$ cat config.mk
export PLATFORM = sky130hd
export DESIGN_NAME = payment_ctrl
export DESIGN_NICKNAME = d
export VERILOG_FILES = /design/src/rtl/payment_ctrl.sv
export SDC_FILE = /design/constraint.sdc
export NUM_CORES = 1
export LEC_CHECK = 0
export ABC_CLOCK_PERIOD_IN_PS = 3700
export CAP_MARGIN = 10
export CORE_MARGIN = 4
export CORE_UTILIZATION = 47
export CTS_BUF_LIST = sky130_fd_sc_hd__clkbuf_8
export CTS_CLUSTER_DIAMETER = 150
export CTS_CLUSTER_SIZE = 10
export DETAILED_ROUTE_END_ITERATION = 16
export PLACE_DENSITY = 0.79
export SKIP_CTS_REPAIR_TIMING = 1
export SYNTH_ARGS = -nofsm -noshare
export SYNTH_HDL_FRONTEND = slang
export SYNTH_SLANG_ARGS = --single-unit
$ cat constraint.sdc
create_clock -name clk -period 3.7 [get_ports clk]
set_input_delay 0.555 -clock clk [delete_from_list [all_inputs] [get_ports clk]]
set_output_delay 0.555 -clock clk [all_outputs]
set_load 0.05 [all_outputs]
$ cat src/rtl/payment_ctrl.sv
// payment_ctrl -- ticket vending payment controller.
//
// Accepts an order (price + ticket count), collects coins into a saturating
// running total, then releases one ticket_pulse per ticket, one change_pulse
// per unit of change (or of refund on cancel) and finally a one-cycle done.
//
// Ports:
//   clk          : single clock, rising edge
//   rst_n        : asynchronous active-low reset
//   order_valid  : one-cycle order request, samples total/ticket
//   total        : order price (DW bits)
//   ticket       : ticket count (DW bits)
//   coin_valid   : qualifies coin
//   coin         : coin value (DW bits)
//   cancel       : passenger abort (honoured only while paying)
//   busy         : high whenever the FSM is not in IDLE
//   paid         : running amount inserted, held after the transaction
//   ticket_pulse : one cycle per ticket released
//   change_pulse : one cycle per unit of change/refund released
//   coin_reject  : coin offered outside PAY was ignored
//   done         : one-cycle end-of-transaction pulse
//
// Optional feature: define PAYMENT_TIMEOUT_EN to add an 8-bit idle counter
// that refunds the passenger after 255 PAY cycles without a coin.
module payment_ctrl #(
   parameter int DW = 8
) (
   input  logic          clk,
   input  logic          rst_n,
   input  logic          order_valid,
   input  logic [DW-1:0] total,
   input  logic [DW-1:0] ticket,
   input  logic          coin_valid,
   input  logic [DW-1:0] coin,
   input  logic          cancel,
   output logic          busy,
   output logic [DW-1:0] paid,
   output logic          ticket_pulse,
   output logic          change_pulse,
   output logic          coin_reject,
   output logic          done
);

   typedef enum logic [2:0] {IDLE, PAY, DISPENSE, CHANGE, FINISH} state_t;

   localparam logic [DW-1:0] ONE = DW'(1);

   state_t        state_q, state_d;
   logic [DW-1:0] total_q, total_d;
   logic [DW-1:0] paid_q, paid_d;
   logic [DW-1:0] change_left_q, change_left_d;
   logic [DW-1:0] tickets_left_q, tickets_left_d;
   logic          busy_q, busy_d;
   logic          ticket_pulse_q, ticket_pulse_d;
   logic          change_pulse_q, change_pulse_d;
   logic          coin_reject_q, coin_reject_d;
   logic          done_q, done_d;

   logic [DW:0]   sum;
   logic [DW-1:0] new_paid;
   logic          cancel_eff;

`ifdef PAYMENT_TIMEOUT_EN
   logic [7:0]    idle_cnt_q, idle_cnt_d;
`endif

   always_comb begin
      state_d        = state_q;
      total_d        = total_q;
      paid_d         = paid_q;
      change_left_d  = change_left_q;
      tickets_left_d = tickets_left_q;
      ticket_pulse_d = 1'b0;
      change_pulse_d = 1'b0;
      done_d         = 1'b0;
      coin_reject_d  = coin_valid && (state_q != PAY);

      // Extra carry bit detects overflow so paid saturates instead of wrapping.
      sum      = {1'b0, paid_q} + {1'b0, coin};
      new_paid = coin_valid ? (sum[DW] ? '1 : sum[DW-1:0]) : paid_q;

`ifdef PAYMENT_TIMEOUT_EN
      idle_cnt_d = idle_cnt_q;
      cancel_eff = cancel || (idle_cnt_q == 8'hFF);
`else
      cancel_eff = cancel;
`endif

      case (state_q)
         IDLE: begin
            if (order_valid && (total != '0) && (ticket != '0)) begin
               total_d        = total;
               tickets_left_d = ticket;
               change_left_d  = '0;
               paid_d         = '0;
               state_d        = PAY;
`ifdef PAYMENT_TIMEOUT_EN
               idle_cnt_d     = 8'd0;
`endif
            end
         end
         PAY: begin
            paid_d = new_paid;
`ifdef PAYMENT_TIMEOUT_EN
            idle_cnt_d = coin_valid ? 8'd0 : idle_cnt_q + 8'd1;
`endif
            // Cancel has priority over completion: the coin of the same cycle
            // is still counted, then everything is refunded.
            if (cancel_eff) begin
               change_left_d  = new_paid;
               tickets_left_d = '0;
               state_d        = CHANGE;
            end else if (coin_valid && (new_paid >= total_q)) begin
               change_left_d = new_paid - total_q;
               state_d       = DISPENSE;
            end
         end
         DISPENSE: begin
            if (tickets_left_q != '0) begin
               ticket_pulse_d = 1'b1;
               tickets_left_d = tickets_left_q - ONE;
            end
            // Leave on the cycle that issues the last pulse so the pulses
            // form one unbroken run.
            if (tickets_left_q <= ONE) begin
               state_d = CHANGE;
            end
         end
         CHANGE: begin
            if (change_left_q != '0) begin
               change_pulse_d = 1'b1;
               change_left_d  = change_left_q - ONE;
            end
            if (change_left_q <= ONE) begin
               state_d = FINISH;
            end
         end
         FINISH: begin
            done_d  = 1'b1;
            state_d = IDLE;
         end
         default: state_d = IDLE;
      endcase

      // Registered from the next state so busy tracks the state register.
      busy_d = (state_d != IDLE);
   end

   always_ff @(posedge clk or negedge rst_n) begin
      if (!rst_n) begin
         state_q        <= IDLE;
         total_q        <= '0;
         paid_q         <= '0;
         change_left_q  <= '0;
         tickets_left_q <= '0;
         busy_q         <= 1'b0;
         ticket_pulse_q <= 1'b0;
         change_pulse_q <= 1'b0;
         coin_reject_q  <= 1'b0;
         done_q         <= 1'b0;
`ifdef PAYMENT_TIMEOUT_EN
         idle_cnt_q     <= 8'd0;
`endif
      end else begin
         state_q        <= state_d;
         total_q        <= total_d;
         paid_q         <= paid_d;
         change_left_q  <= change_left_d;
         tickets_left_q <= tickets_left_d;
         busy_q         <= busy_d;
         ticket_pulse_q <= ticket_pulse_d;
         change_pulse_q <= change_pulse_d;
         coin_reject_q  <= coin_reject_d;
         done_q         <= done_d;
`ifdef PAYMENT_TIMEOUT_EN
         idle_cnt_q     <= idle_cnt_d;
`endif
      end
   end

   assign busy         = busy_q;
   assign paid         = paid_q;
   assign ticket_pulse = ticket_pulse_q;
   assign change_pulse = change_pulse_q;
   assign coin_reject  = coin_reject_q;
   assign done         = done_q;

endmodule

Yosys cells after proc, flatten, opt, wreduce, memory -nomap -nowiden
Index checks and enable logic that the tools add are counted.
- register bits: 40
- input port bits: 29
- add/subtract/negate cells: 4
- $lt $le $gt $ge: 3
- equality and inequality tests: 10
- multiplexer cells: 23
- reduce and logical (&&, ||, !) cells: 17
- operators by type and width (cell ; number):
    2-to-1 mux 8 bit ; 9
    case mux 8 bit (3 select lines) ; 2
    nonzero test 8 bit ; 4
    less-or-equal comparator 8 x 1 -> 1 bit (second input constant) ; 2
    case mux 8 bit (2 select lines) ; 1
    subtractor 8 x 1 -> 8 bit (second input constant) ; 2
    2-to-1 mux 3 bit ; 5
    case mux 3 bit (4 select lines) ; 1
    adder 8 x 8 -> 9 bit ; 1
    nonzero test 3 bit ; 3
    >= comparator 8 bit ; 1
    inequality test 2 bit (second input constant) ; 4
    AND reduction 4 bit ; 2
    subtractor 8 bit ; 1
    equality test 3 x 2 -> 1 bit (second input constant) ; 2
    2-to-1 mux 1 bit ; 5
    logical AND 1 bit ; 4
    AND reduction 2 bit ; 2
    equality test 3 x 1 -> 1 bit (second input constant) ; 1
    equality test 3 bit (second input constant) ; 1
    logical NOT 3 bit ; 1
    inequality test 3 x 1 -> 1 bit (second input constant) ; 1
    inequality test 3 bit (second input constant) ; 1
    nonzero test 2 bit ; 1

Longest topological paths before layout
- word-level depth: 9
- mapped depth: 15
- gate-level depth less buffers: 14

Worst setup path after synthesis
OpenSTA, ideal clock, no wires.
- kind: reg-to-reg
- start point: register paid_q[0] (netlist: paid[0])
- end point: register change_left_q[7]
- arrival: 3821 ps
- data required time: 3575 ps
- slack: -246 ps
- stages on the path, launching flop included: 14
- period minus slack after synthesis: 3946 ps
- cell sequence: dfrtp_1 -> ha_1 -> fa_1 -> a211oi_2 -> nor3_1 -> o32ai_1 -> inv_1 -> ha_1 -> nor2b_1 -> o31a_1 -> o41ai_1 -> mux2i_1 -> a211o_1 -> mux2_4
- longest elaborated chain between the ends: 7
- elaborated cells between the ends (all ways): 11
- ends and longest elaborated chain (what ; line ; text):
    start: declaration ; 50 ; logic [DW-1:0] paid_q, paid_d;
    start signal: assignment ; 167 ; paid_q <= paid_d;
    adder 8 x 8 -> 9 bit ; 79 ; sum = {1'b0, paid_q} + {1'b0, coin};
    2-to-1 mux 8 bit ; 80 ; new_paid = coin_valid ? (sum[DW] ? '1 : sum[DW-1:0]) : paid_q;
    2-to-1 mux 8 bit * ; 80 ;
    subtractor 8 bit or >= comparator 8 bit (tied branches) ; 114, 113 ;
    2-to-1 mux 8 bit or logical AND 1 bit (tied branches) ; 113 ; end else if (coin_valid && (new_paid >= total_q)) begin
    2-to-1 mux 8 bit or inequality test 3 bit (tied branches) ; -- ;
    case mux 8 bit (3 select lines) or AND reduction 4 bit (tied branches) ; -- ;
    end signal: assignment ; 168 ; change_left_q <= change_left_d;
    end: declaration ; 51 ; logic [DW-1:0] change_left_q, change_left_d;
Mark *: on every way between the ends. The rest lies on a longest branch, timed or not. The select of a mux whose other input is x is not followed.
A chain may end at the register's enable or synchronous reset.

Final worst setup path
Same ends and word-level chain as after synthesis.

==> flow_metrics.env <==
export IMPL_dr_max_layer_used="met4"
export IMPL_drt_pass1_iter_count=4
export IMPL_floorplan_io_pins=42
export IMPL_worstSetupEndpointType="flip-flop"
export IMPL_data_required_time_of_the_worst_path_ns=3.89
export IMPL_setup_worst_path_class="reg -> reg"
export IMPL_floorplan_core_area_mm2=0.00635
export IMPL_synth_main_ff_cell="sky130_fd_sc_hd__dfrtp_1"
export IMPL_area_growth_pct=33.9
export IMPL_mostFrequentLayoutCell="sky130_fd_sc_hd__buf_4"
export IMPL_grt_start_max_net_pins=41
export IMPL_post_detailed_routing_wire_length_um=8490
export IMPL_hold_viol=0
export IMPL_cts_buffers_inserted=5
export IMPL_synthSimpleGateAreaFrac=0.222
export IMPL_floorplan_die_area_mm2=0.00791
export IMPL_largest_family_of_logic_cells_by_synthesized_area="compound AO/OA/AOI/OAI gates"
export IMPL_via_count_normalized_by_instance_count=5.88
export IMPL_yosys_warnings=0
export IMPL_skew_ns=0.00680
export IMPL_final_min_clock_period_ns=3.58
export IMPL_layout_drive_gt1_share=0.215
export IMPL_place_ws_ns=-0.479
export IMPL_route_vias_total=3048
export IMPL_synth_seq_cells=40
export IMPL_synthAdderAreaFrac=0.0943
export IMPL_cts_root_buf="sky130_fd_sc_hd__clkbuf_8"
export IMPL_io_buffers=41
export IMPL_xor_and_xnor_area_share_after_synthesis=0.0114
export IMPL_final_nets=491
export IMPL_irDropWorstVdd_uv=501
export IMPL_worst_pin_slew_ns=0.965
export IMPL_detail_route_antenna_nets=0
export IMPL_floorplan_die_width_um=88.9
export IMPL_leakage_nw=1.86
export IMPL_report_final_slew_viol_count=0
export IMPL_cts_buffer_depth=2
export IMPL_layout_worst_path_cycle_share=0.968
export IMPL_grt_pass1_wl_um=14000
export IMPL_cts_max_level=2
export IMPL_synthArstFlopShare=1.00
export IMPL_drt_first_iter_violations=207
export IMPL_finalCoreUtilization=0.649
export IMPL_mapped_nets=406
export IMPL_wl_met1_um=3940
export IMPL_grt_util_all_layers=0.225
export IMPL_mostFrequentLayoutCells="sky130_fd_sc_hd__buf_4, sky130_fd_sc_hd__nor2_1, sky130_fd_sc_hd__dfrtp_1, sky130_fd_sc_hd__clkdlybuf4s50_1, sky130_fd_sc_hd__nand2_1"
export IMPL_synth_enable_flop_cells=0
export IMPL_clock_fmax_mhz=279
export IMPL_synthesis_instances=355
export IMPL_grt_overflow=0
export IMPL_place_gp_congestion=0.969
export IMPL_cts_tree="done"
export IMPL_seq_total_area_yosys=0.325
export IMPL_grt_antenna_before_repair=0
export IMPL_area_fraction_in_compound_gates_after_synthesis=0.252
export IMPL_finish_cell_count_without_fillers=518
export IMPL_die_height_um=88.9
export IMPL_clock_latency_ns=0.30
export IMPL_met2RoutedLength_um=4000
export IMPL_path_clk_slew_ns=0.09
export IMPL_worst_setup_path_start_kind="flip-flop"
export IMPL_post_place_cells=509
export IMPL_syn_cell_area_mm2=0.00308
export IMPL_num_rows=29
export IMPL_synth_mux_area_fraction=0.0504
export IMPL_finalHoldWorstSlack_ns=0.377
export IMPL_outcome="complete, no violations"
export IMPL_drc=0
export IMPL_top_fanout_value_on_the_critical_path=4
export IMPL_number_of_unique_standard_cell_types_used_by_synthesis=70
export IMPL_clock_sinks=40
export IMPL_post_dp_hpwl_um=6450
export IMPL_met3RoutedLength_um=412
export IMPL_antenna_cells=0
export IMPL_avgRoutedWirePerCell_um=16.4
export IMPL_power_per_cell_area_mw_per_mm2=960
export IMPL_worst_slew_margin_rel=0.357
export IMPL_setup_viol=0
export IMPL_worst_ep_arrival_time_ns=3.77
export IMPL_final_setup_worst_slack_ns=0.117
export IMPL_syn_avg_cell_area_um2=8.67
export IMPL_floorplan_initialDensity=0.485
export IMPL_drv_cap=0
export IMPL_hp_class="in -> async"
export IMPL_number_of_global_route_vias_before_repair=2855
routing by layer:
metal,up-vias,track usage
li1,1502,-
met1,1446,0.326
met2,91,0.359
met3,9,0.0240
met4,0,0.0563
met5,-,0
cells by family after synthesis:
kind of cell,count (synthesis)
simple gates,134
compound gates,108
flops,40
buf+inv,33
fa+ha+maj,22
mux,14
xor+xnor,4
cell type report:
| type | count | area, um2 |
|---|---|---|
| Tap cell | 77 | 96.3 |
| Clock buffer | 5 | 68.8 |
| Fill cell | 513 | 2230 |
| Multi-Input combinational cell | 282 | 2040 |
| Inverter | 17 | 63.8 |
| Sequential cell | 40 | 1000 |
| Timing Repair Buffer | 94 | 808 |
| Clock inverter | 3 | 46.3 |
worst max-delay path: stages (launching register included):
cell and delay [ns]:
sky130_fd_sc_hd__dfrtp_2 0.44, sky130_fd_sc_hd__ha_4 0.18, sky130_fd_sc_hd__fa_2 0.41, sky130_fd_sc_hd__a211oi_4 0.31
sky130_fd_sc_hd__nor3_4 0.08, sky130_fd_sc_hd__o32ai_2 0.30, sky130_fd_sc_hd__inv_1 0.11, sky130_fd_sc_hd__ha_4 0.25
sky130_fd_sc_hd__nor2b_4 0.12, sky130_fd_sc_hd__o31a_1 0.35, sky130_fd_sc_hd__o41ai_2 0.27, sky130_fd_sc_hd__mux2i_1 0.13
sky130_fd_sc_hd__a211o_1 0.27, sky130_fd_sc_hd__mux2_4 0.25
synth_stat cells (3+ instances only):
library cell | n | area, um2
sky130_fd_sc_hd__and2_1 | 6 | 37.5
sky130_fd_sc_hd__a211oi_1 | 8 | 60.1
sky130_fd_sc_hd__nor3b_1 | 4 | 30.0
sky130_fd_sc_hd__mux2i_1 | 5 | 50.1
sky130_fd_sc_hd__nand2_1 | 28 | 105
sky130_fd_sc_hd__dfrtp_1 | 40 | 1000
sky130_fd_sc_hd__o211ai_1 | 3 | 22.5
sky130_fd_sc_hd__o21bai_1 | 3 | 22.5
sky130_fd_sc_hd__nand3b_1 | 3 | 22.5
sky130_fd_sc_hd__nand3_1 | 18 | 90.1
sky130_fd_sc_hd__nor2_1 | 40 | 150
sky130_fd_sc_hd__ha_1 | 20 | 250
sky130_fd_sc_hd__nor4_1 | 7 | 43.8
sky130_fd_sc_hd__clkbuf_1 | 8 | 30.0
sky130_fd_sc_hd__a21oi_1 | 18 | 90.1
sky130_fd_sc_hd__buf_2 | 6 | 30.0
sky130_fd_sc_hd__or4_1 | 4 | 30.0
sky130_fd_sc_hd__nor3_1 | 7 | 35.0
sky130_fd_sc_hd__a21o_1 | 4 | 30.0
sky130_fd_sc_hd__mux2_2 | 8 | 90.1
sky130_fd_sc_hd__o21ai_0 | 22 | 110
sky130_fd_sc_hd__a211o_1 | 5 | 43.8
sky130_fd_sc_hd__o21a_1 | 6 | 45.0
sky130_fd_sc_hd__nor2b_1 | 3 | 18.8
sky130_fd_sc_hd__a32o_1 | 4 | 40.0
sky130_fd_sc_hd__xnor2_1 | 4 | 35.0
sky130_fd_sc_hd__inv_1 | 17 | 63.8
report_power, final:
group	switching (mW)	leakage, nW	total, mW	internal, mW
registers	0.210	0.499	0.838	0.627
logic	1.45	1.30	2.74	1.29
clock network	0.173	0.0548	0.377	0.203
total	1.84	1.86	3.96	2.12
worst paths after layout:
| path | startpoint | endpoint | slack [ns] | cells after the start |
|---|---|---|---|---|
| setup / recovery | paid[0]$_DFFE_PN0P_ | change_left_q[7]$_DFFE_PN0P_ | 0.12 | 13 |
| hold / removal | rst_n | tickets_left_q[4]$_DFFE_PN0P_ | 0.38 | 1 |
| setup reg to reg | paid[0]$_DFFE_PN0P_ | change_left_q[7]$_DFFE_PN0P_ | 0.12 | 13 |
| hold reg to reg | total_q[7]$_DFFE_PN0P_ | total_q[7]$_DFFE_PN0P_ | 0.52 | 1 |
| max in group asynchronous | rst_n | paid[0]$_DFFE_PN0P_ | 2.70 | 1 |
| min in group clk | total_q[7]$_DFFE_PN0P_ | total_q[7]$_DFFE_PN0P_ | 0.52 | 1 |
sequential cells by signal (all words and copies together), names as in the netlist:
signal and count:
change_pulse 1, state_q 3, ticket_pulse 1, paid 8, busy 1, coin_reject 1, tickets_left_q 8, change_left_q 8
done 1, total_q 8
metrics by stage:
| stage | power [mW] | setup TNS (ns) | cell area (um2) |
|---|---|---|---|
| after floorplan | 2.55 | 0 | 3100 |
| after global placement | 3.40 | -2.54 | 3910 |
| after detailed placement | 3.44 | -3.19 | 3910 |
| after CTS | 3.83 | -0.317 | 4030 |
| after global routing | 4.29 | -0.00982 | 4120 |
| final | 3.96 | 0 | 4120 |
(Power assumes the default switching activity.)
